--- src/rtl/debounce_bank.sv ---
// debounce_bank: N-channel input conditioner for raw board pins.
// Each channel is synchronised, debounced by a run-length counter and turned
// into a clean level plus one-cycle rise/fall pulses. any_rise is the OR of
// the rise vector and is registered in the same cycle as rise.
//
// Optional feature macro: DEBOUNCE_BANK_REPEAT_EN
//   When defined, a held-high channel emits extra rise pulses (key repeat):
//   first one REPEAT_DELAY cycles after the accepted rise, then every
//   REPEAT_PERIOD cycles until the clean level drops or reset is applied.
//   When undefined, rise pulses only on accepted 0->1 transitions.
module debounce_bank #(
  parameter int                  CHANNELS        = 8,
  parameter int                  SYNC_STAGES     = 2,
  parameter int                  DEBOUNCE_CYCLES = 650000,
  parameter int                  CNT_W           = 20,
  parameter logic [CHANNELS-1:0] RESET_VAL       = '0,
  parameter int                  REPEAT_DELAY    = 32500000,
  parameter int                  REPEAT_PERIOD   = 6500000
) (
  input  logic                clock,
  input  logic                reset_n,
  input  logic [CHANNELS-1:0] noisy,
  output logic [CHANNELS-1:0] clean,
  output logic [CHANNELS-1:0] rise,
  output logic [CHANNELS-1:0] fall,
  output logic                any_rise
);

  // Last counter value before a change is accepted: a disagreeing sample
  // seen while the counter holds this value is the DEBOUNCE_CYCLES-th one.
  localparam logic [CNT_W-1:0] CNT_LAST = CNT_W'(DEBOUNCE_CYCLES - 1);

  // Elaboration-time sanity checks on the configuration.
  if (CHANNELS < 1 || SYNC_STAGES < 2 || DEBOUNCE_CYCLES < 1 || CNT_W < 1 ||
      REPEAT_DELAY < 1 || REPEAT_PERIOD < 1) begin : g_bad_params
    $error("debounce_bank: illegal parameter value");
  end
  if (((64'(DEBOUNCE_CYCLES) - 64'd1) >> CNT_W) != 64'd0) begin : g_bad_cnt_w
    $error("debounce_bank: CNT_W too narrow for DEBOUNCE_CYCLES-1");
  end

  // ---------------------------------------------------------------------
  // Synchroniser chain
  // ---------------------------------------------------------------------
  logic [CHANNELS-1:0] sync_q [SYNC_STAGES];
  logic [CHANNELS-1:0] sync_s;

  // Shift raw pins through SYNC_STAGES flops; reset loads the idle level so
  // that reset release never looks like an input change.
  always_ff @(posedge clock or negedge reset_n) begin
    if (!reset_n) begin
      for (int k = 0; k < SYNC_STAGES; k++) begin
        sync_q[k] <= RESET_VAL;
      end
    end else begin
      sync_q[0] <= noisy;
      for (int k = 1; k < SYNC_STAGES; k++) begin
        sync_q[k] <= sync_q[k-1];
      end
    end
  end

  assign sync_s = sync_q[SYNC_STAGES-1];

  // ---------------------------------------------------------------------
  // Debounce counters and clean level
  // ---------------------------------------------------------------------
  logic [CNT_W-1:0]    cnt_q [CHANNELS];
  logic [CNT_W-1:0]    cnt_d [CHANNELS];
  logic [CHANNELS-1:0] clean_q, clean_d;
  logic [CHANNELS-1:0] edge_rise, edge_fall;

  // Count consecutive samples that disagree with the clean level; any
  // agreeing sample restarts the run, so short glitches are discarded.
  // The counter never passes CNT_LAST: reaching it accepts the change.
  always_comb begin
    clean_d = clean_q;
    for (int i = 0; i < CHANNELS; i++) begin
      cnt_d[i] = '0;
      if (sync_s[i] != clean_q[i]) begin
        if (cnt_q[i] == CNT_LAST) begin
          clean_d[i] = sync_s[i];
        end else begin
          cnt_d[i] = cnt_q[i] + CNT_W'(1);
        end
      end
    end
  end

  assign edge_rise = clean_d & ~clean_q;
  assign edge_fall = clean_q & ~clean_d;

  // ---------------------------------------------------------------------
  // Optional key-repeat generator
  // ---------------------------------------------------------------------
  logic [CHANNELS-1:0] rise_d;

`ifdef DEBOUNCE_BANK_REPEAT_EN
  localparam int REP_MAX = (REPEAT_DELAY > REPEAT_PERIOD) ? REPEAT_DELAY : REPEAT_PERIOD;
  localparam int REP_W   = (REP_MAX > 1) ? $clog2(REP_MAX) : 1;

  logic [REP_W-1:0]    rep_q [CHANNELS];
  logic [REP_W-1:0]    rep_d [CHANNELS];
  logic [CHANNELS-1:0] rep_pulse;

  // Down-counter per channel: loaded on the accepted rise, pulses when it
  // hits zero while the level stays high, then reloads with the period.
  // A falling or low level parks it at zero with no pulse.
  always_comb begin
    for (int i = 0; i < CHANNELS; i++) begin
      rep_d[i]     = '0;
      rep_pulse[i] = 1'b0;
      if (edge_rise[i]) begin
        rep_d[i] = REP_W'(REPEAT_DELAY - 1);
      end else if (clean_q[i] && clean_d[i]) begin
        if (rep_q[i] == '0) begin
          rep_pulse[i] = 1'b1;
          rep_d[i]     = REP_W'(REPEAT_PERIOD - 1);
        end else begin
          rep_d[i] = rep_q[i] - REP_W'(1);
        end
      end
    end
  end

  // Repeat counter state.
  always_ff @(posedge clock or negedge reset_n) begin
    if (!reset_n) begin
      for (int i = 0; i < CHANNELS; i++) begin
        rep_q[i] <= '0;
      end
    end else begin
      for (int i = 0; i < CHANNELS; i++) begin
        rep_q[i] <= rep_d[i];
      end
    end
  end

  assign rise_d = edge_rise | rep_pulse;
`else
  assign rise_d = edge_rise;
`endif

  // ---------------------------------------------------------------------
  // Registered outputs
  // ---------------------------------------------------------------------
  logic [CHANNELS-1:0] rise_q, fall_q;
  logic                any_rise_q;

  // Counter, level and pulse registers; pulses are registered alongside the
  // level so they coincide with the first cycle clean shows the new value.
  always_ff @(posedge clock or negedge reset_n) begin
    if (!reset_n) begin
      for (int i = 0; i < CHANNELS; i++) begin
        cnt_q[i] <= '0;
      end
      clean_q    <= RESET_VAL;
      rise_q     <= '0;
      fall_q     <= '0;
      any_rise_q <= 1'b0;
    end else begin
      for (int i = 0; i < CHANNELS; i++) begin
        cnt_q[i] <= cnt_d[i];
      end
      clean_q    <= clean_d;
      rise_q     <= rise_d;
      fall_q     <= edge_fall;
      any_rise_q <= |rise_d;
    end
  end

  assign clean    = clean_q;
  assign rise     = rise_q;
  assign fall     = fall_q;
  assign any_rise = any_rise_q;

endmodule

--- config.mk ---
export PLATFORM = sky130hd
export DESIGN_NAME = debounce_bank
export DESIGN_NICKNAME = d
export VERILOG_FILES = /design/src/rtl/debounce_bank.sv
export SDC_FILE = /design/constraint.sdc
export NUM_CORES = 1
export LEC_CHECK = 0
export ABC_AREA = 1
export CORE_ASPECT_RATIO = 1.75
export CORE_MARGIN = 5
export CORE_UTILIZATION = 30
export CTS_CLUSTER_DIAMETER = 150
export DETAILED_ROUTE_END_ITERATION = 12
export PLACE_DENSITY_LB_ADDON = 0.08
export SLEW_MARGIN = 10
export SYNTH_ARGS = -nofsm -noshare
export SYNTH_HDL_FRONTEND = slang
export SYNTH_SLANG_ARGS = --single-unit
--- constraint.sdc ---
create_clock -name clock -period 1.53 [get_ports clock]
set_clock_uncertainty 0.05 [all_clocks]
set_input_delay 0.306 -clock clock [delete_from_list [all_inputs] [get_ports clock]]
set_output_delay 0.306 -clock clock [all_outputs]
set_load 0.005 [all_outputs]
Word level (Yosys, flattened, before mapping)
Cells that the tools add are included.
W data, S select, Z words.
{"block": "totals", "reg_bits": 201, "latch_bits": 0, "mem_bits_rw": 0, "romBits": 0, "in_bits": 10, "output_inout_bits": 25, "word_cells": 75, "n_memories": 0}
{"block": "classes", "n_addsub": 8, "multipliers": 0, "div": 0, "n_lt_le_gt_ge": 0, "n_eq_ne": 16, "shifts": 0, "muxes": 32, "bitwise_logic": 4, "n_reduce_logical": 1}
{"operator": "$mux W20", "count": 16}
{"operator": "$add A20 B1 Y20 const B", "count": 8}
{"operator": "$eq A20 B20 Y1 const B", "count": 8}
{"operator": "$and A8 B8 Y8", "count": 2}
{"operator": "$mux W1", "count": 16}
{"operator": "$not A8 Y8", "count": 2}
{"operator": "$ne A1 B1 Y1", "count": 8}
{"operator": "$reduce_or A8 Y1", "count": 1}

Logic depth before layout (Yosys ltp)
{"block": "logic_depth", "word_depth": 5, "ltp_mapped": 10, "ltp_nobuf": 10}

Worst setup path after synthesis
OpenSTA, ideal clock, no wires.
{"block": "synth_timing", "kind": "register to register", "from": "register cnt_q[140] in the netlist's numbering", "to": "register cnt_q[158] in the netlist's numbering", "setup_ps": 119, "t_arrival_ps": 1363, "required_time_ps": 1361, "setup_slack_ps": -2, "stages_incl_launch_ff": 9, "path_buffers": 0, "synth_period_minus_slack_ps": 1532, "path_cell_list": "dfrtp_1 -> ha_1 -> nand2_1 -> nor2_2 -> nand3_2 -> o21ai_4 -> inv_2 -> nand2_1 -> nor2_1"}
{"element": "from (decl)", "line_no": "68", "rtl": "logic [CNT_W-1:0] cnt_q [CHANNELS];"}
{"element": "from (signal, indexed assignment)", "line_no": "163", "rtl": "cnt_q[i] <= cnt_d[i];"}

==> impl_metrics.csv <==
group,metric,value,unit
outcome,outcome,"finished, final reports clean",
worst_setup_path,cp.arrival,1.86,ns
routing,vias,9160,
pwr,seqPwrFrac,47.3,%
routing,routed_wl,27600,microns
pwr,combPwrFrac,4.9,%
yosys,synthCells,1362,
final_layout,n_fill_cell,3609,
timing,timing.slew.headroom,72.6,%
timing,final_hold_viol_count,0,
routing,drtAntennaViolNets,0,
timing,period_share,98.5,%
yosys,synth-seq-area-share,47.8,%
timing,worst-slew-pin-transition,0.411,ns
pwr,ir_drop,0.000656,V
worst_setup_path,critPathMaxStageDelay,0.35,ns
run,drv_cap,0,
yosys,synth_nets,1380,
grt,grt_pass1_vias,9372,
clock_tree,cts_made_buffers,23,
floorplan,core-area,34600,sq um
timing,rsz0062_at_grt,"yes",
pwr,p_int,8.83,mW
worst_setup_path,cp-end-kind,"flop",
clock_tree,clock_latency,0.52,ns
yosys,yosysWarningCount,0,
routing,first_pass_iters,4,
yosys,netlist_area,10500,sq um
placed_design,portBuffers,34,
yosys,ys_seq_elements,201,
final_layout,final_cells,2066,
worst_setup_path,critPathSlowestCell,"dfrtp_1",
floorplan,die_w,152,microns
routing,route.met2.wl,15400,microns
placed_design,hpwl,20900,microns
timing,setup_violations,0,
worst_setup_path,r2r_cells,8,
pwr,pwr-share-clk,47.8,%
worst_setup_path,cp-start-kind,"flop",
grt,antenna_found_initial,0,
worst_hold_path,hp-class,"input pin to flop",
pwr,power_density,821,nW/um^2
final_layout,drive_gt1_share,24.8,%
final_layout,final_cell_mix,"nor2_1 (276), nand2_1 (258), dfrtp_1 (193)",
routing,wl_met1,10600,microns
clock_tree,clk_path_buf_depth,3,
timing,holdWs,0.179,ns
clock_tree,root_buffer,"clkbuf_16",
grt,grt_max_degree,43,
final_layout,num_antenna_cells,0,
worst_setup_path,critical_path_class,"flop to flop",
grt,grt_usage,14.4,%
yosys,syn_area_per_cell,7.73,sq um
grt,grt_overflow,0,
final_layout,multi_input_area,5250,sq um
floorplan,die-area,39100,sq um
floorplan,io_pins,35,
yosys,synthTopCellsByArea,"dfrtp_1 (48%), nor2_1 (11%), nand2_1 (9.9%)",
routing,drt_iter0_drc,260,
routing,viasPerCell,4.43,
routing,highest_layer,"met4",
pwr,p_switching,2.68,mW
routing,wl_met3,785,microns
grt,grt_pass1_wl,45800,microns
worst_setup_path,cp_common_cell,"nand3_1",
worst_setup_path,cp_cell_sequence,"ha_2, nand2_2, nor2_4, nand3_1, nor2_2, nand3_1, o21ai_1, nor2_1",
final_layout,final_common_cell,"nor2_1",
placed_design,post_dp_cell_area,12500,sq um
floorplan,row_count,90,
yosys,yosysUniqueCellTypes,39,
yosys,yosysTopAreaCell,"dfrtp_1",
floorplan,start_util,30.5,%
clock_tree,clkSinkCount,201,
final_layout,nets,1610,
final_layout,regArea,5040,sq um
floorplan,die_h,258,microns
pwr,p_sw_share,23.3,%
timing,fin_setup_tns,0,ns
worst_setup_path,cp_max_fo,4,
timing,min_period,1.51,ns
final_layout,final_area,14000,sq um
timing,clock.fmax,0.663,GHz
clock_tree,cts_tree,"done",
worst_hold_path,hold_depth,1,
yosys,netlist.area_leader.share,47.8,%
clock_tree,htreeDepth,1,
worst_setup_path,cp_data_required_time,1.88,ns
routing,drc,0,
final_layout,area_growth,33.1,%
timing,slew_violations,0,
routing,routedWlPerCell,13.4,microns
placed_design,gp_congestion,0.794,
clock_tree,clkSlewWorstSetupHoldPaths,0.06,ns
placed_design,dp_cells,1988,
pwr,p_leak,6.21,nW
## layout make-up
cell class	instances	area share (%)
multi-input combinational	974	37.5
sequential	201	36.0
timing repair buffer	205	12.3
inverter	187	5.03
clock buffer	30	4.51
tap	460	4.11
clock inverter	9	0.678
## per-layer routing
layer  GRT usage, %  vias up
met5              0        -
met4           4.82        0
met3           1.95       51
met2           28.3      103
met1           15.4     4275
li1               -     4731
## path summary, 6_finish.rpt
path	startpoint	to	slack, ns
setup / recovery	cnt_q[20]	cnt_q[36]	0.02
hold / removal	noisy[3]	sync_q[11]	0.18
setup reg to reg	cnt_q[20]	cnt_q[36]	0.02
hold reg to reg	sync_q[12]	sync_s[4]	0.30
max in group asynchronous	reset_n	cnt_q[9]	0.63
min in group asynchronous	reset_n	cnt_q[107]	0.20
## power by group through the flow
| stage | clock network, mW | registers [mW] | logic (mW) |
|---|---|---|---|
| 2_1_floorplan | 0 | 5.53 | 0.207 |
| 3_3_place_gp | 0 | 5.53 | 0.529 |
| 3_5_place_dp | 0 | 5.53 | 0.532 |
| 4_1_cts | 5.77 | 5.43 | 0.546 |
| 5_1_grt | 5.97 | 5.45 | 0.642 |
| 6_report | 5.51 | 5.45 | 0.560 |
## state kept, by name, summed over array words and instances (netlist names)
name and count:
cnt_q 160, fall 8, any_rise 1, sync_s 8
rise 8, sync_q 8, clean 8
## cell families after synthesis
| kind of cell | count (synthesis) | synth area share (%) |
|---|---|---|
| AND/OR/NAND/NOR | 838 | 35.6 |
| flip-flops | 201 | 47.8 |
| buffers and inverters | 188 | 6.76 |
| AO/OA/AOI/OAI | 72 | 4.36 |
| XOR/XNOR | 55 | 4.57 |
| adder cells (fa/ha/maj) | 8 | 0.950 |
## cell usage after synthesis, drive strengths merged
master	n
nor2	353
nand2	294
dfrtp	201
inv	187
nand3	71
nor3	71
xor2	42
nand4	32
a21oi	31
o21ai	28
xnor2	13
a31oi	8
ha	8
nor3b	8
and2	3
nor4	3
o21bai	2
or2	2
a211oi	1
a41oi	1
and3	1
buf	1
o21a	1
## critical path, delay by kind of cell (launching register included)
family | cells | cell delay [ns]
simple gates | 6 | 0.68
flops | 1 | 0.35
fa+ha+maj | 1 | 0.19
compound gates | 1 | 0.13
## through the flow
stage	power (mW)	worst slack, ns	utilization [%]
global route	12.1	-0.0595	40.6
CTS	11.8	-0.0368	38.7
floorplan	5.74	0.0304	-
finish	11.5	0.0226	40.6
detailed placement	6.07	-0.115	36.2
global placement	6.06	-0.171	36.2
## timing repair
action / in CTS / in global routing
pin swaps: 1 / 44
resized for setup: 54 / 139
gates cloned: 1 / 0
hold buffers: 1 / 0
setup endpoints to repair: 37 / 123
setup buffers: 10 / 28
endpoints found under the hold margin: 201 / 0
Power figures use the tool's default switching activity.
